`config.mk`:
```
export PLATFORM = sky130hd
export DESIGN_NAME = rob_gen
export DESIGN_NICKNAME = d
export VERILOG_FILES = /design/src/rtl/rob_gen.sv
export SDC_FILE = /design/constraint.sdc
export NUM_CORES = 2
export LEC_CHECK = 0
export CAP_MARGIN = 20
export CORE_AREA = 2 2 335 337
export CTS_CLUSTER_SIZE = 28
export DETAILED_ROUTE_END_ITERATION = 12
export DIE_AREA = 0 0 337 339
export GPL_TIMING_DRIVEN = 0
export HOLD_SLACK_MARGIN = 0.1
export PLACE_DENSITY = 0.77
export SYNTH_ARGS = -nofsm -noshare
export SYNTH_HDL_FRONTEND = slang
export SYNTH_SLANG_ARGS = --single-unit
```
`constraint.sdc`:
```
create_clock -name clk -period 8.3 [get_ports clk]
set_input_delay 1.66 -clock clk [delete_from_list [all_inputs] [get_ports clk]]
set_output_delay 1.66 -clock clk [all_outputs]
set_load 0.02 [all_outputs]
```
`src/rtl/rob_gen.sv`:
```
// ---------------------------------------------------------------------------
// rob_gen : parametrised reorder buffer for the Tomasulo out-of-order core.
//
// One in-order dispatch per cycle, completion from CDB broadcasts, at most
// one in-order retirement per cycle to the FRL/CFC/retirement RAT and the
// store buffer. Branch mispredicts trim the ROB back to (and including) the
// branch entry.
//
// Optional build macro: ROB_EXC_EN
//   Adds cdb_exc / rob_exception and a per-entry exception bit. An excepting
//   entry reaching the head discards the whole ROB instead of retiring.
//
// Ports
//   clk, rst_b            clock, asynchronous active-low reset
//   dis_*                 dispatch request/payload; dis_ready / dis_tag back
//   cdb_*                 completion broadcast (tag, store address)
//   sb_full               store buffer back-pressure on store retirement
//   flush, flush_tag      branch mispredict, tag of the branch (kept)
//   rob_full/empty/count  occupancy; rob_two_or_more_vacant for dispatch
//   rob_rdptr/wrptr       pointers including wrap-phase MSB
//   rob_commit*           head retirement strobe and head payload
// ---------------------------------------------------------------------------
module rob_gen #(
  parameter int DEPTH  = 32,
  parameter int PREG_W = 6,
  parameter int AREG_W = 5,
  parameter int ADDR_W = 32,
  localparam int TAG_W = $clog2(DEPTH)
) (
  input  logic              clk,
  input  logic              rst_b,
  // dispatch
  input  logic              dis_valid,
  output logic              dis_ready,
  output logic [TAG_W-1:0]  dis_tag,
  input  logic              dis_sw,
  input  logic              dis_reg_write,
  input  logic [AREG_W-1:0] dis_rdaddr,
  input  logic [PREG_W-1:0] dis_new_phy,
  input  logic [PREG_W-1:0] dis_prev_phy,
  input  logic [PREG_W-1:0] dis_sw_rt_phy,
  // completion
  input  logic              cdb_val,
  input  logic [TAG_W-1:0]  cdb_robtag,
  input  logic [ADDR_W-1:0] cdb_swaddr,
`ifdef ROB_EXC_EN
  input  logic              cdb_exc,
  output logic              rob_exception,
`endif
  // control
  input  logic              sb_full,
  input  logic              flush,
  input  logic [TAG_W-1:0]  flush_tag,
  // status
  output logic              rob_full,
  output logic              rob_empty,
  output logic [TAG_W:0]    rob_count,
  output logic              rob_two_or_more_vacant,
  output logic [TAG_W:0]    rob_rdptr,
  output logic [TAG_W:0]    rob_wrptr,
  // retirement
  output logic              rob_commit,
  output logic              rob_commit_regwrite,
  output logic [AREG_W-1:0] rob_commit_rdaddr,
  output logic [PREG_W-1:0] rob_commit_prephy,
  output logic [PREG_W-1:0] rob_commit_currphy,
  output logic              rob_commit_memwrite,
  output logic [ADDR_W-1:0] rob_commit_swaddr,
  output logic [PREG_W-1:0] rob_commit_swphy
);

  localparam int PTR_W = TAG_W + 1;

  // pointers and per-entry control bits (reset)
  logic [PTR_W-1:0] rd_ptr_q, rd_ptr_d;
  logic [PTR_W-1:0] wr_ptr_q, wr_ptr_d;
  logic [DEPTH-1:0] cmpl_q, cmpl_d;
  logic [DEPTH-1:0] memwr_q, memwr_d;
  logic [DEPTH-1:0] regwr_q, regwr_d;

  // per-entry payload (no reset needed: only read behind control bits)
  logic [AREG_W-1:0] rdaddr_q  [DEPTH];
  logic [PREG_W-1:0] prephy_q  [DEPTH];
  // For stores this field holds the store data register instead of the
  // new destination, since stores have no destination mapping.
  logic [PREG_W-1:0] currphy_q [DEPTH];
  logic [ADDR_W-1:0] swaddr_q  [DEPTH];

  logic [TAG_W-1:0] head, wr_idx;
  logic [TAG_W-1:0] cdb_off, flush_off;
  logic [PTR_W-1:0] count;
  logic             cdb_live, flush_live;
  logic             dis_fire, cdb_fire, exc_fire;

  assign head   = rd_ptr_q[TAG_W-1:0];
  assign wr_idx = wr_ptr_q[TAG_W-1:0];
  assign count  = wr_ptr_q - rd_ptr_q;

  // distance of a tag from the head; a tag is live when it lies inside
  // the occupied window
  assign cdb_off    = cdb_robtag - head;
  assign flush_off  = flush_tag - head;
  assign cdb_live   = {1'b0, cdb_off} < count;
  assign flush_live = {1'b0, flush_off} < count;

`ifdef ROB_EXC_EN
  logic [DEPTH-1:0] exc_q, exc_d;
  assign exc_fire      = ~rob_empty & cmpl_q[head] & exc_q[head];
  assign rob_exception = exc_fire;
`else
  assign exc_fire = 1'b0;
`endif

  // ---- status ----
  assign rob_count              = count;
  assign rob_empty              = (wr_ptr_q == rd_ptr_q);
  assign rob_full               = (wr_ptr_q[TAG_W-1:0] == rd_ptr_q[TAG_W-1:0]) &
                                  (wr_ptr_q[TAG_W] != rd_ptr_q[TAG_W]);
  assign rob_two_or_more_vacant = (count <= PTR_W'(DEPTH - 2));
  assign rob_rdptr              = rd_ptr_q;
  assign rob_wrptr              = wr_ptr_q;

  // ---- retirement ----
  assign rob_commit = ~rob_empty & cmpl_q[head] & (~memwr_q[head] | ~sb_full) & ~exc_fire;
  assign rob_commit_memwrite = rob_commit & memwr_q[head];
  assign rob_commit_regwrite = regwr_q[head];
  assign rob_commit_rdaddr   = rdaddr_q[head];
  assign rob_commit_prephy   = prephy_q[head];
  assign rob_commit_currphy  = currphy_q[head];
  assign rob_commit_swaddr   = swaddr_q[head];
  assign rob_commit_swphy    = currphy_q[head];

  // ---- dispatch ----
  // A full ROB can still accept when the head retires in the same cycle.
  assign dis_ready = ~flush & ~exc_fire & (~rob_full | rob_commit);
  assign dis_tag   = wr_idx;
  assign dis_fire  = dis_valid & dis_ready;

  // ---- completion ----
  // During a flush only entries up to and including the branch survive, so
  // a broadcast to a trimmed entry is dropped.
  assign cdb_fire = cdb_val & cdb_live & ~exc_fire &
                    (~flush | (cdb_off <= flush_off));

  // ---- next state ----
  always_comb begin
    rd_ptr_d = rd_ptr_q + {{TAG_W{1'b0}}, rob_commit};
    wr_ptr_d = wr_ptr_q;
    cmpl_d   = cmpl_q;
    memwr_d  = memwr_q;
    regwr_d  = regwr_q;
`ifdef ROB_EXC_EN
    exc_d    = exc_q;
`endif

    if (exc_fire)
      wr_ptr_d = rd_ptr_q;
    else if (flush)
      // keep the branch: head + distance + 1, carried in full pointer width
      // so the phase bit follows a wrap
      wr_ptr_d = rd_ptr_q + {1'b0, flush_off} + PTR_W'(1);
    else if (dis_fire)
      wr_ptr_d = wr_ptr_q + PTR_W'(1);

    if (cdb_fire) begin
      cmpl_d[cdb_robtag] = 1'b1;
`ifdef ROB_EXC_EN
      exc_d[cdb_robtag]  = cdb_exc;
`endif
    end

    if (rob_commit)
      cmpl_d[head] = 1'b0;

    if (dis_fire) begin
      cmpl_d[wr_idx]  = 1'b0;
      memwr_d[wr_idx] = dis_sw;
      regwr_d[wr_idx] = dis_reg_write;
`ifdef ROB_EXC_EN
      exc_d[wr_idx]   = 1'b0;
`endif
    end
  end

  always_ff @(posedge clk or negedge rst_b) begin
    if (!rst_b) begin
      rd_ptr_q <= '0;
      wr_ptr_q <= '0;
      cmpl_q   <= '0;
      memwr_q  <= '0;
      regwr_q  <= '0;
`ifdef ROB_EXC_EN
      exc_q    <= '0;
`endif
    end else begin
      rd_ptr_q <= rd_ptr_d;
      wr_ptr_q <= wr_ptr_d;
      cmpl_q   <= cmpl_d;
      memwr_q  <= memwr_d;
      regwr_q  <= regwr_d;
`ifdef ROB_EXC_EN
      exc_q    <= exc_d;
`endif
    end
  end

  always_ff @(posedge clk) begin
    if (dis_fire) begin
      rdaddr_q[wr_idx]  <= dis_rdaddr;
      prephy_q[wr_idx]  <= dis_prev_phy;
      currphy_q[wr_idx] <= dis_sw ? dis_sw_rt_phy : dis_new_phy;
    end
    if (cdb_fire && memwr_q[cdb_robtag])
      swaddr_q[cdb_robtag] <= cdb_swaddr;
  end

  // a mispredicted branch must still be in flight
  a_flush_live: assert property (@(posedge clk) disable iff (!rst_b) flush |-> flush_live)
    else $error("flush_tag not live");

endmodule

```
==> metrics.md <==
| Metric | Value |
|---|---|
| Status | finished clean |
| Final hold slack | 511 ps |
| CP Capture Point | swaddr_q[23][1]$_DFFE_PP_ |
| Main combinational cell family by area after synthesis | multiplexers |
| Area Growth Syn to Fin | 18.1% |
| Total gr overflow | 0 |
| Max FO, Critical Path | 13 |
| Placeable Area | 110000 um2 |
| Critical Path AT | 8500 ps |
| Synth Cell Area | 66100 um2 |
| RR Startpoint | rob_rdptr[0]$_DFF_PN0_ |
| Syn Nets | 3260 |
| Reg clk slew, reported paths | 60 ps |
| Crit path setup slack, layout | 286 ps |
| Final Power | 27.3 mW |
| Width of the die | 337 um |
| Worst Setup End Kind | flop |
| Final Non-Filler Cells | 5311 |
| Layout cells sized above 1 | 28.0% |
| Slew Limit Fails | 0 |
| Slew HR | 13.0% |
| Initial antenna violation count | 7 |
| Placed Cells | 4994 |
| Cell variety after synth | 62 |
| CP Launch Point | rob_rdptr[0]$_DFF_PN0_ |
| Worst-Margin Slew | 1310 ps |
| GRT Total Usage | 38.3% |
| Largest net degree at the start of global routing | 57 |
| WL final | 217000 um |
| Setup violations, final | 0 |
| Critical path class | reg -> reg |
| Slowest cell on the critical path | buf_1 |
| RSZ-0062 raised after global routing | false |
| Adder-cell share of the synthesized area | 0.746% |
| Cell taking the most area after synthesis | edfxtp_1 |
| Syn Inst Count | 3150 |
| Final min period | 8010 ps |
| Initial drt markers | 7695 |
| Flops & latches, synth | 1676 |
| Syn_area_per_cell | 21.0 um2 |
| Num rows | 122 |
| Post-Synth XOR/XNOR Area | 0.238% |
| Final GP Congestion | 0.880 |
| Hold Crit Depth | 2 |
| Power Dens Cells | 349 nW/um2 |
| Vias per std cell | 7.40 |
| R2r endpoint | swaddr_q[23][1]$_DFFE_PP_ |
| HPWL after DPL | 137000 um |
| Final Hold Viols | 0 |
| Die Height | 339 um |
| Async set-reset flop share out of synthesis | 6.44% |
| Max-cap violations | 0 |
| H-tree Lvls | 4 |
| Sink Count | 1676 |
| Hold Crit Class | reg -> reg |
| Vias in the first global route | 39014 |
| Starting Density | 59.9% |
| Worst ir drop on vdd | 0.368 mV |
| Cells on worst reg2reg path | 18 |
| Drt pass-1 iters | 7 |
| Residual DRC | 0 |
| Critical Path Max Stage Delay | 860 ps |
| Commonest cells post-synth | edfxtp_1, mux4_2, a22oi_1 |
| Ys flop type | edfxtp_1 |
| Routed WL per cell | 41.0 um |
| Clock Path Buffers | 3 |
| Post-place setup slack | 125 ps |
| Post-route setup TNS | 0 ps |
| I/O Buffers | 153 |
| Tcrit/Tclk final | 96.6% |
| Compound-Gate Fraction of Synth Area | 3.99% |
| Mux contribution to synthesized area | 15.7% |
| Synth area leaders | edfxtp_1, mux4_2, dfrtp_1 |
| CTS tree | built |
| YS warnings | 0 |
| Full die area | 114000 um2 |
| Clk_lat worst skew | 780 ps |
| CP Launch Type | flop |
| Most frequent cell after synthesis | edfxtp_1 |
| Crit-path cells | buf_2 > buf_2 > buf_2 > buf_1 > inv_1 > ha_1 > ha_1 > nor2b_1 > o21a_1 > o21a_1 > o21a_1 > o221ai_1 > o2111ai_1 > clkbuf_1 > nor3_2 > buf_6 > buf_4 > buf_6 |
| DRT antenna net count | 0 |
| Layout Nets | 3804 |
| Ports | 158 |
| P_leak | 25.5 nW |
| Simple-Gate Fraction of Synth Area | 2.31% |
| Max frequency | 0.125 GHz |
| CTS buffer count | 158 |
| First-pass GRT wire length | 297000 um |
| Yosys top cell area share | 71.2% |
| R2R Setup Slk | 290 ps |
| Post-synth EDFFs | 1568 |
| Worst EP required | 8780 ps |
| Via count | 39316 |
| Hold Startpoint | cmpl_q[29]$_DFF_PN0_ |
| Sequential-to-total area share from yosys stat | 75.3% |
| Clock root buffer | clkbuf_16 |
| Skew final | 28.0 ps |
| CTS hold repair buffers | 0 |
## per-stage QoR
step	cell area, um2	utilization (%)
floorplan	66100	-
global placement	69500	63.0
detailed placement	72500	65.7
CTS	77500	70.2
global route	78100	70.7
finish	78100	70.7
## critical path, delay by kind of cell, from the launching register on
kind	cells	cell delay (ps)
AOI/OAI and AO/OA	5	1790
adders and majority gates	2	550
buffers and inverters	9	3720
DFF	1	700
and+or+nand+nor	2	900
## layer usage
metal,track usage [%],share of wire (%)
met5,0.638,0.031
met4,20.6,6.7
met3,12.4,16
met2,57.5,46
met1,50.2,32
## registers in the layout (all words and copies together) (netlist names)
signal,flops
rob_rdptr,6
rdaddr_q,160
swaddr_q,1024
regwr_q,32
cmpl_q,32
rob_wrptr,6
memwr_q,32
currphy_q,192
prephy_q,192
## power breakdown
group          switching (mW)  internal (mW)  total, mW
clock                    3.19           3.89       7.08
sequential              0.248           9.61       9.86
combinational            6.30           4.04       10.3
total                    9.73           17.5       27.3
## how the worst min path moves through the flow
stage,endpoint,slack [ps]
after floorplan,regwr_q[23]$_DFFE_PN0P_,460
after global placement,regwr_q[6]$_DFFE_PN0P_,480
after detailed placement,regwr_q[14]$_DFFE_PN0P_,490
after CTS,regwr_q[14]$_DFFE_PN0P_,510
after global routing,regwr_q[17]$_DFFE_PN0P_,530
final,cmpl_q[29]$_DFF_PN0_,510
## kinds of logic after synthesis
group,count (synthesis)
flops,1676
mux,513
compound gates,355
simple gates,280
buf+inv,271
fa+ha+maj,37
xor+xnor,18
## cell type report
cell class	count	area, um2
antenna	3	7.51
buffer	199	900
clock buffer	198	4210
clock inverter	88	731
fill	6147	32300
inverter	71	267
multi-input combinational	1203	15500
sequential	1676	49800
tap	1488	1860
timing repair buffer	385	4810
## cell usage in the layout (no fill, tap or decap), types with 15 or more instances in the layout
cell / Yosys / final
a21oi_1: 30 / 30
a22oi_1: 203 / 203
buf_1: 26 / 25
buf_16: 0 / 37
buf_2: 44 / 44
buf_4: 13 / 86
buf_6: 4 / 64
buf_8: 0 / 47
clkbuf_1: 113 / 132
clkbuf_16: 0 / 169
clkbuf_2: 0 / 15
clkdlybuf4s50_1: 0 / 152
clkinv_1: 1 / 40
clkinv_2: 0 / 22
dfrtp_1: 108 / 108
edfxtp_1: 1568 / 1568
ha_1: 33 / 33
inv_1: 68 / 67
mux2_2: 68 / 68
mux2i_1: 33 / 33
mux4_2: 410 / 410
nand2_1: 29 / 29
nand3_1: 27 / 27
nand4_1: 58 / 58
nor2_1: 60 / 42
nor2_4: 0 / 18
nor3_2: 4 / 17
o2111ai_1: 22 / 22
o221ai_1: 17 / 17
o22ai_1: 20 / 20
## timing repair
action                                  in CTS  in global routing
endpoints found under the setup margin       0                 11
buffers inserted                             0                  0
resized for setup                            0                  0
Power figures use the tool's default switching activity.
